==> src/rtl/uart_wb_rc_bridge_if.sv <==
// Opcode encoding shared by the bridge and its fabric, plus the bundled
// Wishbone-slave / C2F-request-response interface used as the bridge port.
package uart_wb_rc_pkg;
  typedef enum logic [1:0] {
    RD     = 2'b00,
    WR     = 2'b01,
    RD_RSP = 2'b10,
    WR_RSP = 2'b11
  } t_opcode;
endpackage

interface uart_wb_rc_bridge_if;
  import uart_wb_rc_pkg::*;

  logic        wb_cyc_i;
  logic        wb_stb_i;
  logic        wb_we_i;
  logic [31:0] wb_adr_i;
  logic [31:0] wb_dat_i;
  logic [3:0]  wb_sel_i;
  logic [31:0] wb_dat_o;
  logic        wb_ack_o;
  logic        wb_err_o;

  logic        C2F_ReqValidQ500H;
  t_opcode     C2F_ReqOpcodeQ500H;
  logic [31:0] C2F_ReqAddressQ500H;
  logic [31:0] C2F_ReqDataQ500H;
  logic [1:0]  C2F_ReqThreadIDQ500H;
  logic        C2F_RspValidQ502H;
  t_opcode     C2F_RspOpcodeQ502H;
  logic [31:0] C2F_RspDataQ502H;
  logic [1:0]  C2F_RspThreadIDQ502H;
  logic        C2F_RspStall;

  // Bridge side: Wishbone slave toward the gateway, request master toward the ring.
  modport slave (
    input  wb_cyc_i, wb_stb_i, wb_we_i, wb_adr_i, wb_dat_i, wb_sel_i,
    output wb_dat_o, wb_ack_o, wb_err_o,
    output C2F_ReqValidQ500H, C2F_ReqOpcodeQ500H, C2F_ReqAddressQ500H,
           C2F_ReqDataQ500H, C2F_ReqThreadIDQ500H,
    input  C2F_RspValidQ502H, C2F_RspOpcodeQ502H, C2F_RspDataQ502H,
           C2F_RspThreadIDQ502H, C2F_RspStall
  );

  // Environment side: the gateway master plus the ring fabric.
  modport master (
    output wb_cyc_i, wb_stb_i, wb_we_i, wb_adr_i, wb_dat_i, wb_sel_i,
    input  wb_dat_o, wb_ack_o, wb_err_o,
    input  C2F_ReqValidQ500H, C2F_ReqOpcodeQ500H, C2F_ReqAddressQ500H,
           C2F_ReqDataQ500H, C2F_ReqThreadIDQ500H,
    output C2F_RspValidQ502H, C2F_RspOpcodeQ502H, C2F_RspDataQ502H,
           C2F_RspThreadIDQ502H, C2F_RspStall
  );
endinterface

==> src/rtl/uart_wb_rc_bridge.sv <==
// Wishbone slave to C2F ring bridge: one outstanding transaction, thread-ID
// matched responses, bounded wait with error termination.
module uart_wb_rc_bridge
  import uart_wb_rc_pkg::*;
#(
  parameter logic [1:0] THREAD_ID      = 2'd0,
  parameter int         TIMEOUT_CYCLES = 1023
) (
  input  logic                 clk,
  input  logic                 rstn,
  uart_wb_rc_bridge_if.slave   bus
);

  localparam int CNT_W = ($clog2(TIMEOUT_CYCLES + 1) > 10) ? $clog2(TIMEOUT_CYCLES + 1) : 10;
  localparam logic [CNT_W:0] C_TMO = (CNT_W + 1)'(TIMEOUT_CYCLES);

  typedef enum logic [2:0] {IDLE, ISSUE, WAIT, ACK, ERR, DRAIN} t_state;

  t_state           r_state;
  logic             r_we;
  logic [31:0]      r_adr;
  logic [31:0]      r_dat;
  logic [31:0]      r_rdat;
  logic [1:0]       r_tid;
  logic             r_ack;
  logic             r_err;
  logic [CNT_W-1:0] r_cnt;

  logic w_match;
  logic w_tmo;

  assign w_match = bus.C2F_RspValidQ502H &&
                   (bus.C2F_RspThreadIDQ502H == THREAD_ID) &&
                   (bus.C2F_RspOpcodeQ502H == (r_we ? WR_RSP : RD_RSP));
  // Expiry fires in the cycle that would be the TIMEOUT_CYCLES-th wait cycle.
  assign w_tmo   = ({1'b0, r_cnt} + (CNT_W + 1)'(1)) >= C_TMO;

  always_ff @(posedge clk or negedge rstn) begin
    if (!rstn) begin
      r_state <= IDLE;
      r_we    <= 1'b0;
      r_adr   <= '0;
      r_dat   <= '0;
      r_rdat  <= '0;
      r_tid   <= '0;
      r_ack   <= 1'b0;
      r_err   <= 1'b0;
      r_cnt   <= '0;
    end else begin
      r_ack <= 1'b0;
      r_err <= 1'b0;
      case (r_state)
        IDLE: begin
          r_rdat <= '0;
          if (bus.wb_cyc_i && bus.wb_stb_i) begin
            if (bus.wb_sel_i != 4'hF) begin
              r_state <= ERR;
              r_err   <= 1'b1;
              r_rdat  <= 32'hDEAD_BEEF;
            end else begin
              r_state <= ISSUE;
              r_we    <= bus.wb_we_i;
              r_adr   <= bus.wb_adr_i;
              r_dat   <= bus.wb_we_i ? bus.wb_dat_i : 32'h0;
              r_tid   <= THREAD_ID;
            end
          end
        end
        ISSUE: begin
          if (!bus.wb_cyc_i) begin
            r_state <= IDLE;
          end else if (!bus.C2F_RspStall) begin
            r_state <= WAIT;
            r_cnt   <= '0;
          end
        end
        WAIT: begin
          // An abandoned cycle still has a response in flight; soak it up in DRAIN.
          if (!bus.wb_cyc_i) begin
            r_state <= DRAIN;
            r_cnt   <= r_cnt + CNT_W'(1);
          end else if (w_match) begin
            r_state <= ACK;
            r_ack   <= 1'b1;
            r_rdat  <= r_we ? 32'h0 : bus.C2F_RspDataQ502H;
          end else if (w_tmo) begin
            r_state <= ERR;
            r_err   <= 1'b1;
            r_rdat  <= 32'hDEAD_BEEF;
          end else begin
            r_cnt <= r_cnt + CNT_W'(1);
          end
        end
        DRAIN: begin
          if (w_match || w_tmo) r_state <= IDLE;
          else                  r_cnt   <= r_cnt + CNT_W'(1);
        end
        ACK, ERR: r_state <= IDLE;
        default:  r_state <= IDLE;
      endcase
    end
  end

  // Request valid follows stall combinationally so a stalled request is held, never lost.
  assign bus.C2F_ReqValidQ500H    = (r_state == ISSUE) && bus.wb_cyc_i && !bus.C2F_RspStall;
  assign bus.C2F_ReqOpcodeQ500H   = r_we ? WR : RD;
  assign bus.C2F_ReqAddressQ500H  = r_adr;
  assign bus.C2F_ReqDataQ500H     = r_dat;
  assign bus.C2F_ReqThreadIDQ500H = r_tid;
  assign bus.wb_dat_o             = r_rdat;
  assign bus.wb_ack_o             = r_ack;
  assign bus.wb_err_o             = r_err;

endmodule

==> src/flat_wrapper.sv <==
// flat-port wrapper written by rule: the top's interface ports become plain ports
module uart_wb_rc_bridge_flat import uart_wb_rc_pkg::*;
#(
  parameter logic [1:0] THREAD_ID      = 2'd0,
  parameter int         TIMEOUT_CYCLES = 1023
)
  (clk, rstn, bus_wb_cyc_i, bus_wb_stb_i, bus_wb_we_i, bus_wb_adr_i, bus_wb_dat_i, bus_wb_sel_i, bus_wb_dat_o, bus_wb_ack_o, bus_wb_err_o, bus_C2F_ReqValidQ500H, bus_C2F_ReqOpcodeQ500H, bus_C2F_ReqAddressQ500H, bus_C2F_ReqDataQ500H, bus_C2F_ReqThreadIDQ500H, bus_C2F_RspValidQ502H, bus_C2F_RspOpcodeQ502H, bus_C2F_RspDataQ502H, bus_C2F_RspThreadIDQ502H, bus_C2F_RspStall);
  uart_wb_rc_bridge_if bus_i ();
  input  logic clk;
  input  logic rstn;
  input wire logic [$bits(bus_i.wb_cyc_i)-1:0] bus_wb_cyc_i;
  input wire logic [$bits(bus_i.wb_stb_i)-1:0] bus_wb_stb_i;
  input wire logic [$bits(bus_i.wb_we_i)-1:0] bus_wb_we_i;
  input wire logic [$bits(bus_i.wb_adr_i)-1:0] bus_wb_adr_i;
  input wire logic [$bits(bus_i.wb_dat_i)-1:0] bus_wb_dat_i;
  input wire logic [$bits(bus_i.wb_sel_i)-1:0] bus_wb_sel_i;
  output wire logic [$bits(bus_i.wb_dat_o)-1:0] bus_wb_dat_o;
  output wire logic [$bits(bus_i.wb_ack_o)-1:0] bus_wb_ack_o;
  output wire logic [$bits(bus_i.wb_err_o)-1:0] bus_wb_err_o;
  output wire logic [$bits(bus_i.C2F_ReqValidQ500H)-1:0] bus_C2F_ReqValidQ500H;
  output wire logic [$bits(bus_i.C2F_ReqOpcodeQ500H)-1:0] bus_C2F_ReqOpcodeQ500H;
  output wire logic [$bits(bus_i.C2F_ReqAddressQ500H)-1:0] bus_C2F_ReqAddressQ500H;
  output wire logic [$bits(bus_i.C2F_ReqDataQ500H)-1:0] bus_C2F_ReqDataQ500H;
  output wire logic [$bits(bus_i.C2F_ReqThreadIDQ500H)-1:0] bus_C2F_ReqThreadIDQ500H;
  input wire logic [$bits(bus_i.C2F_RspValidQ502H)-1:0] bus_C2F_RspValidQ502H;
  input wire logic [$bits(bus_i.C2F_RspOpcodeQ502H)-1:0] bus_C2F_RspOpcodeQ502H;
  input wire logic [$bits(bus_i.C2F_RspDataQ502H)-1:0] bus_C2F_RspDataQ502H;
  input wire logic [$bits(bus_i.C2F_RspThreadIDQ502H)-1:0] bus_C2F_RspThreadIDQ502H;
  input wire logic [$bits(bus_i.C2F_RspStall)-1:0] bus_C2F_RspStall;
  assign bus_i.wb_cyc_i = bus_wb_cyc_i;
  assign bus_i.wb_stb_i = bus_wb_stb_i;
  assign bus_i.wb_we_i = bus_wb_we_i;
  assign bus_i.wb_adr_i = bus_wb_adr_i;
  assign bus_i.wb_dat_i = bus_wb_dat_i;
  assign bus_i.wb_sel_i = bus_wb_sel_i;
  assign bus_wb_dat_o = bus_i.wb_dat_o;
  assign bus_wb_ack_o = bus_i.wb_ack_o;
  assign bus_wb_err_o = bus_i.wb_err_o;
  assign bus_C2F_ReqValidQ500H = bus_i.C2F_ReqValidQ500H;
  assign bus_C2F_ReqOpcodeQ500H = bus_i.C2F_ReqOpcodeQ500H;
  assign bus_C2F_ReqAddressQ500H = bus_i.C2F_ReqAddressQ500H;
  assign bus_C2F_ReqDataQ500H = bus_i.C2F_ReqDataQ500H;
  assign bus_C2F_ReqThreadIDQ500H = bus_i.C2F_ReqThreadIDQ500H;
  assign bus_i.C2F_RspValidQ502H = bus_C2F_RspValidQ502H;
  assign bus_i.C2F_RspOpcodeQ502H = bus_C2F_RspOpcodeQ502H;
  assign bus_i.C2F_RspDataQ502H = bus_C2F_RspDataQ502H;
  assign bus_i.C2F_RspThreadIDQ502H = bus_C2F_RspThreadIDQ502H;
  assign bus_i.C2F_RspStall = bus_C2F_RspStall;
  uart_wb_rc_bridge #(.THREAD_ID(THREAD_ID), .TIMEOUT_CYCLES(TIMEOUT_CYCLES)) u_core (.clk(clk), .rstn(rstn), .bus(bus_i));
endmodule
==> config.mk <==
export PLATFORM = sky130hd
export DESIGN_NAME = uart_wb_rc_bridge_flat
export DESIGN_NICKNAME = d
export VERILOG_FILES = /design/src/rtl/uart_wb_rc_bridge_if.sv /design/src/rtl/uart_wb_rc_bridge.sv /design/src/flat_wrapper.sv
export SDC_FILE = /design/constraint.sdc
export NUM_CORES = 1
export LEC_CHECK = 0
export ABC_AREA = 0
export CAP_MARGIN = 10
export CORE_MARGIN = 3
export CORE_UTILIZATION = 40
export DETAILED_ROUTE_END_ITERATION = 8
export PLACE_DENSITY = 0.82
export SETUP_SLACK_MARGIN = 0.02
export SYNTH_ARGS = -nofsm -noshare
export SYNTH_HDL_FRONTEND = slang
export SYNTH_SLANG_ARGS = --single-unit
==> constraint.sdc <==
create_clock -name clk -period 2.2 [get_ports clk]
set_input_delay 0.33 -clock clk [delete_from_list [all_inputs] [get_ports clk]]
set_output_delay 0.33 -clock clk [all_outputs]
set_load 0.02 [all_outputs]
==> impl_metrics.env <==
export IMPL_syn_inst=567
export IMPL_routed_via_density=5.022
export IMPL_drv_cap=0
export IMPL_diodes=0
export IMPL_io_buffers=210
export IMPL_clock_latency_ns=0.35
export IMPL_worst_hold_slack_ns=0.4424
export IMPL_cts_buffers=9
export IMPL_synth_cell_types=55
export IMPL_core_mm2=0.01330
export IMPL_final_cell_mix="clkdlybuf4s50_1, nand2_1, dfrtp_1"
export IMPL_final_nets=914
export IMPL_cts_tree="done"
export IMPL_avgRoutedWirePerCell_um=16.25
export IMPL_grt_max_degree=66
export IMPL_max_freq_mhz=461.6
export IMPL_design_area_mm2=0.008561
export IMPL_final_hold_viol_count=0
export IMPL_mostFrequentLayoutCell="clkdlybuf4s50_1"
export IMPL_drive_gt1_frac=0.1675
export IMPL_htreeDepth=3
export IMPL_setup_viol=0
export IMPL_endpoint_kind="flop"
export IMPL_async_flop_share=1.000
export IMPL_routed_wl_mm=15.96
export IMPL_yosys_warnings=0
export IMPL_startpoint_type="flop"
export IMPL_grt_pass1_wl_mm=25.10
export IMPL_first_iter_violations=252
export IMPL_dp_hpwl_mm=11.33
export IMPL_path_buf_inv=1
export IMPL_timing_reg2reg_setup_slack_ns=0.03
export IMPL_finClkSkew_ns=0.006727
export IMPL_clockBufferDepth=2
export IMPL_drtAntennaViolNets=0
export IMPL_die_y_um=122.9
export IMPL_cp_max_fo=12
export IMPL_gp_routability_congestion=0.8584
export IMPL_powerDensity_mw_per_mm2=1046
export IMPL_clkSlewWorstSetupHoldPaths_ns=0.08
export IMPL_maxSlewViolCount=0
export IMPL_critical_path_arrival_ns=2.40
export IMPL_critPathKind="flop to flop"
export IMPL_min_path_type="input port to async pin"
export IMPL_synth_edff_count=0
export IMPL_route_detailed_drc=0
export IMPL_grt_pass1_vias=4959
export IMPL_ys_flop_type="dfrtp_1"
export IMPL_ys_seq_area_frac=0.5128
export IMPL_ys_seq_elements=112
export IMPL_worstPathCellList="ha_4 -> and2_4 -> and4b_1 -> nor2_2 -> o21ai_4 -> a21boi_4 -> buf_12 -> mux2_4"
export IMPL_die_area_mm2=0.01510
export IMPL_status="finished clean"
export IMPL_rows=42
export IMPL_worst_path_dominant_cell_family="simple AND/OR/NAND/NOR gates"
export IMPL_min_period_ns=2.167
export IMPL_antenna_found_initial=0
export IMPL_synth_top_cell_by_area="dfrtp_1"
export IMPL_rsz0062_at_grt="true"
export IMPL_yosys_area_top_type_share=0.5128
export IMPL_grtUsageTotal=0.2114
export IMPL_area_delta_synth_final_pct=56.64
export IMPL_pin_count=214
export IMPL_peakVddDrop_v=0.0006317
export IMPL_clock_sinks=112
export IMPL_mappedNetlistArea_mm2=0.005465
export IMPL_synth_avg_cell_area_um2=9.639
export IMPL_vias=4932
export IMPL_cp_slowest_cell="dfrtp_2"
export IMPL_fin_crit_sh=0.9848
export IMPL_max_stage_delay_ns=0.46
export IMPL_dr_pass1_iters=4
export IMPL_grt_overflow_total=0
export IMPL_cp_data_required_time_ns=2.44
export IMPL_yosys_top_cells_area="dfrtp_1, nand2_1, mux2_4, nand3_1, a21oi_1"
export IMPL_dpl_instance_area_mm2=0.008009
export IMPL_cts_root_buf="clkbuf_16"
export IMPL_p_leak_nw=4.057
export IMPL_start_util=0.4111
export IMPL_die_x_um=122.9
## synth_stat cells (all sizes together), types with 2 or more instances
| cell | n |
|---|---|
| or3 | 3 |
| a21oi | 32 |
| and3 | 2 |
| a211oi | 3 |
| dfrtp | 112 |
| o21ai | 5 |
| nand3b | 3 |
| o22a | 2 |
| nand2 | 189 |
| and4 | 2 |
| nor4bb | 2 |
| mux2 | 26 |
| o211ai | 3 |
| clkbuf | 23 |
| ha | 2 |
| o41ai | 9 |
| nor2b | 2 |
| o221ai | 2 |
| inv | 5 |
| mux2i | 9 |
| nor2 | 14 |
| nand4 | 4 |
| nand2b | 25 |
| buf | 19 |
| nand3 | 39 |
| and2 | 5 |
| nor3 | 5 |
| a2111oi | 2 |
## path summary, 6_finish.rpt
check | from | to | cells after the start
max | u_core.r_cnt[0] | u_core.bus.wb_dat_o[19] | 8
min | rstn | u_core.bus.wb_ack_o | 2
max reg2reg | u_core.r_cnt[0] | u_core.bus.wb_dat_o[19] | 8
min reg2reg | u_core.bus.C2F_ReqDataQ500H[11] | u_core.bus.C2F_ReqDataQ500H[11] | 2
max in group asynchronous | rstn | u_core.r_state[1] | 3
min in group clk | u_core.bus.C2F_ReqDataQ500H[11] | u_core.bus.C2F_ReqDataQ500H[11] | 2
## metal layers
metal,GRT usage,wire length (µm)
met1,0.2592,6314
met2,0.3464,7981
met3,0.08051,1472
met4,0.06508,193
met5,0,0
## flip-flops by register name, indices dropped and copies added (netlist names)
| signal | cells |
|---|---|
| u_core.bus.C2F_ReqAddressQ500H | 32 |
| u_core.bus.C2F_ReqDataQ500H | 32 |
| u_core.bus.wb_ack_o | 1 |
| u_core.bus.wb_dat_o | 32 |
| u_core.bus.wb_err_o | 1 |
| u_core.r_cnt | 10 |
| u_core.r_state | 3 |
| u_core.r_we | 1 |
## cell type report
cell class	instances	area, µm²
Fill cell	1057	4735
Clock buffer	10	239.0
Inverter	5	18.77
Tap cell	176	220.2
Timing Repair Buffer	263	2619
Sequential cell	112	2810
Clock inverter	6	48.80
Multi-Input combinational cell	410	2605
## timing repair
action                                 4_1_cts  5_1_grt
gates cloned                                 0        2
hold buffers                                 1        0
setup endpoints to repair                   41       40
pin swaps                                    3       12
setup buffers                                1        4
resized for setup                           16       20
endpoints found under the hold margin       26        0
## logic make-up (layout without fill, tap and decap cells)
| logic type | count (synthesis) | count (layout) | synth area share |
|---|---|---|---|
| compound gates | 67 | 67 | 0.09639 |
| xor+xnor | 1 | 1 | 0.001603 |
| fa+ha+maj | 2 | 2 | 0.004578 |
| buf+inv | 47 | 284 | 0.04670 |
| flops | 112 | 112 | 0.5128 |
| mux | 35 | 35 | 0.08517 |
| other cells | 1 | 3 | 0.0006862 |
| simple gates | 302 | 302 | 0.2521 |
## power by group
part	switching, mW	leakage (nW)	total [mW]	internal [mW]
registers	0.395	1.49	3.04	2.64
clock network	0.796	0.137	1.61	0.815
logic	2.04	2.43	4.31	2.27
## stage by stage
step	std cells	setup TNS (ns)	power, mW	util	setup slack (ns)
after floorplan	569	-0.8107	5.318	-	-0.04053
after global placement	958	-0.5633	6.976	0.6024	-0.1599
after detailed placement	958	-2.004	7.054	0.6024	-0.1541
after CTS	976	0	8.767	0.6317	0.03255
after global routing	982	-0.9573	9.457	0.6439	-0.06726
final	982	0	8.955	0.6439	0.03348
Power figures use the tool's default switching activity.
